## src/rtl/serial_arith_pkg.sv

```systemverilog
// Shared definitions for the bit-serial arithmetic blocks (adder/subtractor).
// State encodings are common so bench state monitors work on either block.
package serial_arith_pkg;

   typedef enum logic [1:0] {
      ST_IDLE     = 2'b00,
      ST_ADDING   = 2'b01,
      ST_COMPLETE = 2'b10
   } state_e;

endpackage : serial_arith_pkg

```

## src/rtl/full_adder_bit.sv

```systemverilog
// Single-bit combinational full adder: s = a ^ b ^ ci, co = majority(a, b, ci).
module full_adder_bit (
   input  logic a,
   input  logic b,
   input  logic ci,
   output logic s,
   output logic co
);

   assign s  = a ^ b ^ ci;
   assign co = (a & b) | (ci & (a ^ b));

endmodule : full_adder_bit

```

## src/rtl/serial_adder.sv

```systemverilog
// Bit-serial WIDTH-bit adder, LSB first: {cout, sum} = a + b + cin.
// One bit per clock through a single full adder. The result registers
// update only on the completion edge, so partial sums are never visible.
module serial_adder
   import serial_arith_pkg::*;
#(
   parameter int WIDTH = 32,
   parameter int CNT_W = 6
) (
   input  logic             clk,
   input  logic             reset,
   input  logic             start,
   input  logic [WIDTH-1:0] a,
   input  logic [WIDTH-1:0] b,
   input  logic             cin,
   output logic [WIDTH-1:0] sum,
   output logic             cout,
   output logic             done,
   output logic             busy
);

   localparam logic [CNT_W-1:0] LAST_BIT = CNT_W'(WIDTH - 1);

   // state and bit_counter keep these exact names for hierarchical probes
   state_e             state, state_d;
   logic [CNT_W-1:0]   bit_counter, bit_counter_d;
   logic [WIDTH-1:0]   a_q, a_d;
   logic [WIDTH-1:0]   b_q, b_d;
   logic [WIDTH-1:0]   acc_q, acc_d;
   logic [WIDTH-1:0]   sum_q, sum_d;
   logic               carry_q, carry_d;
   logic               cout_q, cout_d;
   logic               done_q, done_d;
   logic               busy_q, busy_d;

   logic               fa_s;
   logic               fa_co;

   full_adder_bit u_full_adder_bit (
      .a  (a_q[0]),
      .b  (b_q[0]),
      .ci (carry_q),
      .s  (fa_s),
      .co (fa_co)
   );

   // Next-state and datapath: accept, shift one bit per clock, publish on last bit
   always_comb begin
      // NOTE: every _d defaults to its current value first, so no branch can leave one unassigned and infer a latch.
      state_d       = state;
      bit_counter_d = bit_counter;
      a_d           = a_q;
      b_d           = b_q;
      acc_d         = acc_q;
      sum_d         = sum_q;
      carry_d       = carry_q;
      cout_d        = cout_q;
      done_d        = done_q;
      busy_d        = busy_q;

      case (state)
         ST_IDLE, ST_COMPLETE: begin
            // sum/cout stay as they are until the new operation completes
            if (start) begin
               a_d           = a;
               b_d           = b;
               carry_d       = cin;
               bit_counter_d = '0;
               done_d        = 1'b0;
               busy_d        = 1'b1;
               state_d       = ST_ADDING;
            end
         end

         ST_ADDING: begin
            // start is deliberately ignored here: no restart, no queueing
            acc_d         = {fa_s, acc_q[WIDTH-1:1]};
            a_d           = a_q >> 1;
            b_d           = b_q >> 1;
            carry_d       = fa_co;
            bit_counter_d = bit_counter + CNT_W'(1);
            if (bit_counter == LAST_BIT) begin
               sum_d   = {fa_s, acc_q[WIDTH-1:1]};
               cout_d  = fa_co;
               done_d  = 1'b1;
               busy_d  = 1'b0;
               state_d = ST_COMPLETE;
            end
         end

         default: begin
            // unused encoding 2'b11 recovers to IDLE
            done_d  = 1'b0;
            busy_d  = 1'b0;
            state_d = ST_IDLE;
         end
      endcase
   end

   // State register with synchronous active-low reset that aborts any operation
   always_ff @(posedge clk) begin
      // NOTE: sequential state uses non-blocking assignments so every flop samples pre-edge values.
      if (!reset) begin
         state       <= ST_IDLE;
         bit_counter <= '0;
         a_q         <= '0;
         b_q         <= '0;
         acc_q       <= '0;
         sum_q       <= '0;
         carry_q     <= 1'b0;
         cout_q      <= 1'b0;
         done_q      <= 1'b0;
         busy_q      <= 1'b0;
      end else begin
         state       <= state_d;
         bit_counter <= bit_counter_d;
         a_q         <= a_d;
         b_q         <= b_d;
         acc_q       <= acc_d;
         sum_q       <= sum_d;
         carry_q     <= carry_d;
         cout_q      <= cout_d;
         done_q      <= done_d;
         busy_q      <= busy_d;
      end
   end

   assign sum  = sum_q;
   assign cout = cout_q;
   assign done = done_q;
   assign busy = busy_q;

endmodule : serial_adder

```

## config.mk

```make
export PLATFORM = sky130hd
export DESIGN_NAME = serial_adder
export DESIGN_NICKNAME = d
export VERILOG_FILES = /design/src/rtl/serial_arith_pkg.sv /design/src/rtl/full_adder_bit.sv /design/src/rtl/serial_adder.sv
export SDC_FILE = /design/constraint.sdc
export NUM_CORES = 1
export LEC_CHECK = 0
export CELL_PAD_IN_SITES_DETAIL_PLACEMENT = 1
export CELL_PAD_IN_SITES_GLOBAL_PLACEMENT = 1
export CORE_MARGIN = 2
export CORE_UTILIZATION = 25
export DETAILED_ROUTE_END_ITERATION = 8
export PLACE_DENSITY_LB_ADDON = 0.1
export SYNTH_ARGS = -nofsm -noshare
export SYNTH_HDL_FRONTEND = slang
export SYNTH_HIERARCHICAL = 1
export SYNTH_SLANG_ARGS = --single-unit
```

## constraint.sdc

```tcl
create_clock -name clk -period 1.5 [get_ports clk]
set_input_delay 0.15 -clock clk [delete_from_list [all_inputs] [get_ports clk]]
set_output_delay 0.15 -clock clk [all_outputs]
set_load 0.05 [all_outputs]
```

### After elaboration in Yosys (flattened, before gate mapping)

Cells that the tools add are included.

* input port bits: 68
* logic and storage cells: 44
* latch bits: 0
* output and inout port bits: 35
* register bits after elaboration: 140
* memories kept: 0
* bits in writable memories: 0
* bits in read-only memories: 0

* equal/unequal tests: 5
* reductions and logical operators: 6
* bitwise operators: 5
* muxes and demuxes: 17
* magnitude comparators: 0
* multiply operators: 0
* $add $sub $neg: 1
* div/mod/pow operators: 0
* shift-type cells: 0

Operators by type and width (number)
* $pmux W32 S2: 2
* $mux W32: 2
* $pmux W6 S2: 1
* $add A6 B1 Y6 const B: 1
* $eq A6 B5 Y1 const B: 1
* $mux W6: 1
* $pmux W1 S2: 3
* $reduce_and A2 Y1: 3
* $mux W1: 5
* $mux W2: 2
* $ne A2 B2 Y1 const B: 2
* $pmux W2 S2: 1
* $and A1 B1 Y1: 2
* $eq A2 B1 Y1 const B: 1
* $eq A2 B2 Y1 const B: 1
* $logic_not A2 Y1: 1
* $reduce_bool A2 Y1: 1
* $reduce_or A2 Y1: 1
* $xor A1 B1 Y1: 2
* $or A1 B1 Y1: 1

### Depth between registers and ports, before layout

Gate-level depths: netlist of run 1.

* word-level depth: 4
* mapped depth: 6
* mapped depth without buffers: 4

### Modules after synthesis

The synthesis of run 1 kept the hierarchy.

By module, submodules not included
* serial_adder: area an instance 5520.3 um^2, seq. area each 2762.6 um^2, times used 1, cells each 626
* full_adder_bit: area an instance 20.0 um^2, seq. area each 0.0 um^2, times used 1, cells each 1

### Worst setup path after synthesis of run 1

Ideal clock, no wire load.

* kind: register -> register
* start point: reg state[1]
* end point: reg sum_q[10] (netlist: sum[10])
* setup time: 0.072 ns
* arrival time: 1.522 ns
* slack: -0.093 ns
* stages on the path, launching flop included: 7
* clock period less this slack: 1.593 ns
* data required time: 1.428 ns
* path through: dfxtp_1 > nand2b_1 > buf_6 > nor4_4 > buf_6 > buf_12 > mux2i_1

* word-level cells in the longest chain between the ends: 2

RTL lines
* start: declaration: RTL line serial_adder.sv:25 `state_e state, state_d;`
* start signal: assignment: RTL line serial_adder.sv:115 `state <= state_d;`
* $eq A2 B1 Y1: RTL line serial_adder.sv:61 `case (state)`
* $reduce_and A2 Y1 (no line)
* end signal: assignment: RTL line serial_adder.sv:120 `sum_q <= sum_d;`
* end: declaration: RTL line serial_adder.sv:30 `logic [WIDTH-1:0] sum_q, sum_d;`

No other way between the ends.
A chain may end at the register's enable or synchronous reset.

### Final worst setup path of run 1

* start point: reg state[1]
* end point: reg sum_q[0] (netlist: sum[0])

Same word-level chain as after synthesis.

==> impl_metrics.json, run 1 <==
{
  "h-tree-depth": 4,
  "fin_crit_ps": 1410,
  "dp_hpwl_microns": 10200,
  "drtIter0Drc": 282,
  "drv_slew": 0,
  "cts_root_buffer": "clkbuf_16",
  "io_pins": 103,
  "status": "finished clean",
  "core_area_sq_mm": 0.0218,
  "holdBufCountCts": 0,
  "grt_pass1_wl_microns": 26400,
  "hold_viol_final": 0,
  "critPathCaptureType": "flop",
  "fp-row-count": 54,
  "grt_usage": 0.139,
  "gp_congestion": 0.733,
  "syn_area_per_cell_sq_um": 8.84,
  "period_share": 0.942,
  "power.leakage_nw": 2.59,
  "tightest_slew_ps": 375,
  "synth_flop_cell": "dfxtp_1",
  "synth_top_area_frac": 0.499,
  "portBuffers": 102,
  "drive_above_1_share": 0.152,
  "placed_area_sq_mm": 0.00681,
  "ys_ff_latch": 138,
  "nets": 789,
  "fin_area_sq_mm": 0.00754,
  "p_per_area_mw_per_mm2": 1230,
  "cts_buffers": 17,
  "clock_skew_ps": 9.05,
  "synth_edf_count": 0,
  "yosysTopAreaCell": "dfxtp_1",
  "clock_path_buffers": 2,
  "drt_pass1_iterations": 4,
  "rsz0062_at_grt": "yes",
  "die_x_microns": 153,
  "syn_nets": 697,
  "max_freq_ghz": 0.708,
  "swShare": 0.247,
  "syn2layout_area_growth_pct": 36.1,
  "yosysWarningCount": 6,
  "antenna_found_initial": 0,
  "drv_cap": 0,
  "clk_pin_slew_ps": 60,
  "synth-async-reset-ratio": 0,
  "dieArea_sq_mm": 0.0234,
  "crit_fanout": 8,
  "peakVddDrop_uv": 691,
  "clock_latency_ps": 410,
  "wl_per_cell_microns": 15.7,
  "route.detailed.drc": 0,
  "place_ws_ps": -82.7,
  "overflow": 0,
  "viasPerCell": 4.74,
  "power.total_mw": 9.26,
  "worst_slack_ps": 87.5,
  "setup_viol": 0,
  "p_seq_frac": 0.423,
  "clkSinkCount": 138,
  "grt_pass1_vias": 5165,
  "vias": 4796,
  "synth.most_common_cell": "dfxtp_1",
  "combPwrFrac": 0.112,
  "synth_cell_type_count": 34,
  "grt_max_degree": 58,
  "synth_area_sq_mm": 0.00554,
  "p_int_mw": 6.97,
  "start_util": 0.255,
  "drt_wl_total_microns": 15900,
  "pwr-share-clk": 0.465,
  "drt.antenna.violating_nets": 0,
  "ys_top_cells_by_count": "dfxtp_1 (138), nand2_1 (136), a21oi_1 (73), nand3_1 (68), a22oi_1 (63)",
  "worstSetupPathType": "reg -> reg",
  "dieHeight_microns": 153,
  "slew_headroom": 0.747,
  "worstPathArrival_ps": 1760,
  "switchingPower_mw": 2.28,
  "synthTopCellsByArea": "dfxtp_1 (50%), nand2_1 (9.2%), a22oi_1 (8.5%)",
  "worstSetupStartpointType": "flop",
  "synthCells": 627,
  "antenna-diode-count": 0,
  "tritoncts": "yes",
  "ys_seq_area_frac": 0.499,
  "required_ps": 1840,
  "min_path_type": "in -> reg"
}
## flip-flops by register name (all words and copies together) (netlist names)
signal	cells
acc_q	31
carry_q	1
b_q	32
state	2
busy	1
bit_counter	6
sum	32
cout	1
a_q	32
## worst max-delay path: stages (launching register included)
cell      delay [ps]
dfxtp_2          340
nand2b_4         160
nor4_4           260
buf_6            160
buf_4            120
buf_12           130
mux2i_1          180
## per-layer routing
metal | global-route usage | vias to the layer above | routed length, microns
met2 | 0.235 | 78 | 7870
met1 | 0.175 | 2324 | 7370
li1 | - | 2383 | -
met3 | 0.0360 | 11 | 505
met5 | 0 | - | 0
met4 | 0.0370 | 0 | 173
## area by class of cell
cell class | instances | area (sq um)
flip-flops and latches | 138 | 2770
multi-input cells | 425 | 2470
fillers | 2510 | 14200
well taps | 280 | 350
inverters | 3 | 11.3
clock buffers | 20 | 457
repair buffers | 134 | 1340
clock inverters | 11 | 145
## per-stage QoR
stage	setup TNS [ps]	utilization	cells	hold slack, ps
6_report	0	0.347	1011	137
5_1_grt	-16.5	0.347	1011	131
2_1_floorplan	0	-	627	295
3_5_place_dp	-2160	0.313	973	455
3_3_place_gp	0	0.313	973	444
4_1_cts	0	0.344	1008	128
## path summary, 6_finish.rpt
kind,end,cells after the start,slack [ps],start
hold / removal,state[1],2,140,reset
setup reg to reg,sum[0],6,90,state[1]
hold reg to reg,sum[2],2,460,sum[2]
setup / recovery,sum[0],6,90,state[1]
## power groups by stage
stage,sequential [mW],clock (mW),combinational [mW]
2_1_floorplan,3.98,0,0.571
3_3_place_gp,3.98,0,1.01
3_5_place_dp,3.99,0,1.04
4_1_cts,3.91,4.44,1.05
5_1_grt,3.93,4.62,1.15
6_report,3.91,4.31,1.04
## kinds of logic after synthesis
family	share of synthesized area
fa+ha+maj	0.00587
mux	0.0614
flops	0.499
buf+inv	0.0623
simple gates	0.173
compound gates	0.198
## timing repair
action,4_1_cts,5_1_grt
pin swaps,1,2
setup buffers,2,3
endpoints found under the setup margin,34,51
gates cloned,2,0
gates resized for setup,7,7
## placed cells by master, fill, tap and decap left out, types with 3 or more instances in the layout
master,n
nand2_1,136
dfxtp_1,133
a21oi_1,73
nand3_1,67
clkdlybuf4s50_1,66
a22oi_1,63
buf_4,52
mux2i_1,34
a21boi_0,25
clkbuf_16,17
buf_12,11
dfxtp_2,5
buf_6,4
o21a_1,3
bufinv_16,3
clkinv_2,3
clkinvlp_4,3
Power figures use the tool's default switching activity.
==> run 2, diff against run 1 <==
--- a/config.mk
+++ b/config.mk
@@ -10,6 +10,7 @@
 export CORE_MARGIN = 2
 export CORE_UTILIZATION = 25
 export DETAILED_ROUTE_END_ITERATION = 8
+export GPL_TIMING_DRIVEN = 0
 export PLACE_DENSITY_LB_ADDON = 0.1
 export SYNTH_ARGS = -nofsm -noshare
 export SYNTH_HDL_FRONTEND = slang
==> impl_metrics.json, run 2 (synthesis results as in run 1) <==
{
  "status": "finished clean",
  "path_cells": "ha_4 -> inv_6 -> nor4_4 -> buf_6 -> clkbuf_16 -> mux2i_1",
  "worstPathArrival_ps": 1800,
  "drt_wl_total_microns": 16600,
  "slowest_delay_ps": 360,
  "drtIter0Drc": 222,
  "p_per_area_mw_per_mm2": 1130,
  "mostFrequentLayoutCell": "nand2_1",
  "fin_cells": 1051,
  "critPathCaptureType": "flop",
  "drt_pass1_iterations": 4,
  "clock_path_buffers": 2,
  "tightest_slew_ps": 537,
  "rsz0062_at_grt": "yes",
  "antenna-diode-count": 0,
  "fp-row-count": 54,
  "core_area_sq_mm": 0.0218,
  "dieHeight_microns": 153,
  "drt.antenna.violating_nets": 0,
  "tritoncts": "yes",
  "drv_slew": 0,
  "setup_viol": 0,
  "worstSetupStartpointType": "flop",
  "portBuffers": 102,
  "slew_headroom": 0.643,
  "period_share": 0.974,
  "cp_slowest_cell": "dfxtp_4",
  "nets": 828,
  "cts_buffers": 17,
  "power.leakage_nw": 2.69,
  "drive_above_1_share": 0.128,
  "utilization": 0.351,
  "route.detailed.drc": 0,
  "viasPerCell": 4.77,
  "required_ps": 1840,
  "fin_area_sq_mm": 0.00763,
  "crit_fanout": 8,
  "io_pins": 103,
  "placed_area_sq_mm": 0.00691,
  "grt_pass1_vias": 5160,
  "clock_latency_ps": 420,
  "wl_per_cell_microns": 15.8,
  "start_util": 0.255,
  "max_freq_ghz": 0.684,
  "mostFrequentLayoutCells": "nand2_1 (136), dfxtp_1 (133), a21oi_1 (73), nand3_1 (67), clkdlybuf4s50_1 (67)",
  "grt_pass1_wl_microns": 26300,
  "clock_skew_ps": 5.40,
  "grt_max_degree": 17,
  "cts_root_buffer": "clkbuf_16",
  "hold_viol_final": 0,
  "antenna_found_initial": 1,
  "fin_crit_ps": 1460,
  "clkSinkCount": 138,
  "vias": 5017,
  "clk_pin_slew_ps": 60,
  "overflow": 0,
  "power.total_mw": 8.66,
  "min_path_type": "in -> reg",
  "dp_hpwl_microns": 11800,
  "die_x_microns": 153,
  "drv_cap": 0,
  "dp.cells": 1009,
  "dieArea_sq_mm": 0.0234,
  "worstSetupPathType": "reg -> reg",
  "h-tree-depth": 4,
  "gp_congestion": 0.727,
  "grt_usage": 0.141,
  "peakVddDrop_uv": 706,
  "syn2layout_area_growth_pct": 37.7,
  "hold_ws_ps": 327
}
[run 2: critical path, delay by kind of cell, from the launching register on]
kind                       cells  cell delay (ps)
and+or+nand+nor                1              250
muxes                          1              180
buffers and inverters          3              450
DFF                            1              360
adders and majority gates      1              150
[run 2: what timing repair did]
item                                   in CTS  in global routing
endpoints found under the hold margin       0                  0
hold buffers                                0                  0
cloned                                      0                  3
setup endpoints to repair                 141                128
setup buffers                               2                  6
gates resized for setup                    53                 49
pin swaps                                   0                  2
[run 2: power by group]
part	internal, mW	total [mW]	switching (mW)	leakage, nW
combinational	0.448	1.06	0.608	1.32
clock	2.13	3.68	1.55	0.250
sequential	3.82	3.92	0.0973	1.13
total	6.40	8.66	2.26	2.69
[run 2: area by class of cell]
cell class	count	area [sq um]
tap	280	350
clock inverter	9	50.0
multi-input combinational	425	2470
buffer	60	385
sequential	138	2780
inverter	3	16.3
clock buffer	23	458
fill	2533	14100
timing repair buffer	113	1120
[run 2: layer usage]
metal,vias to the layer above,GRT usage,share of wire,wire (microns)
li1,2477,-,-,-
met1,2434,0.176,0.46,7720
met2,90,0.238,0.49,8120
met3,16,0.0340,0.034,559
met4,0,0.0498,0.014,227
met5,-,0,0,0
[run 2: final timing paths]
check                               startpoint  endpoint  slack (ps)  cells past startpoint
worst max register to register  bit_counter[0]    sum[8]          40                      6
worst min register to register          sum[7]    sum[7]         450                      2
worst min-delay path                     b[31]   b_q[31]         330                      3
worst max-delay path            bit_counter[0]    sum[8]          40                      6
[run 2: through the flow]
stage          setup slack [ps]  TNS, ps
3_5_place_dp               -521   -37090
6_report                   38.8        0
4_1_cts                   0.104        0
2_1_floorplan              32.7        0
3_3_place_gp               -472   -36600
5_1_grt                   -18.6    -40.7
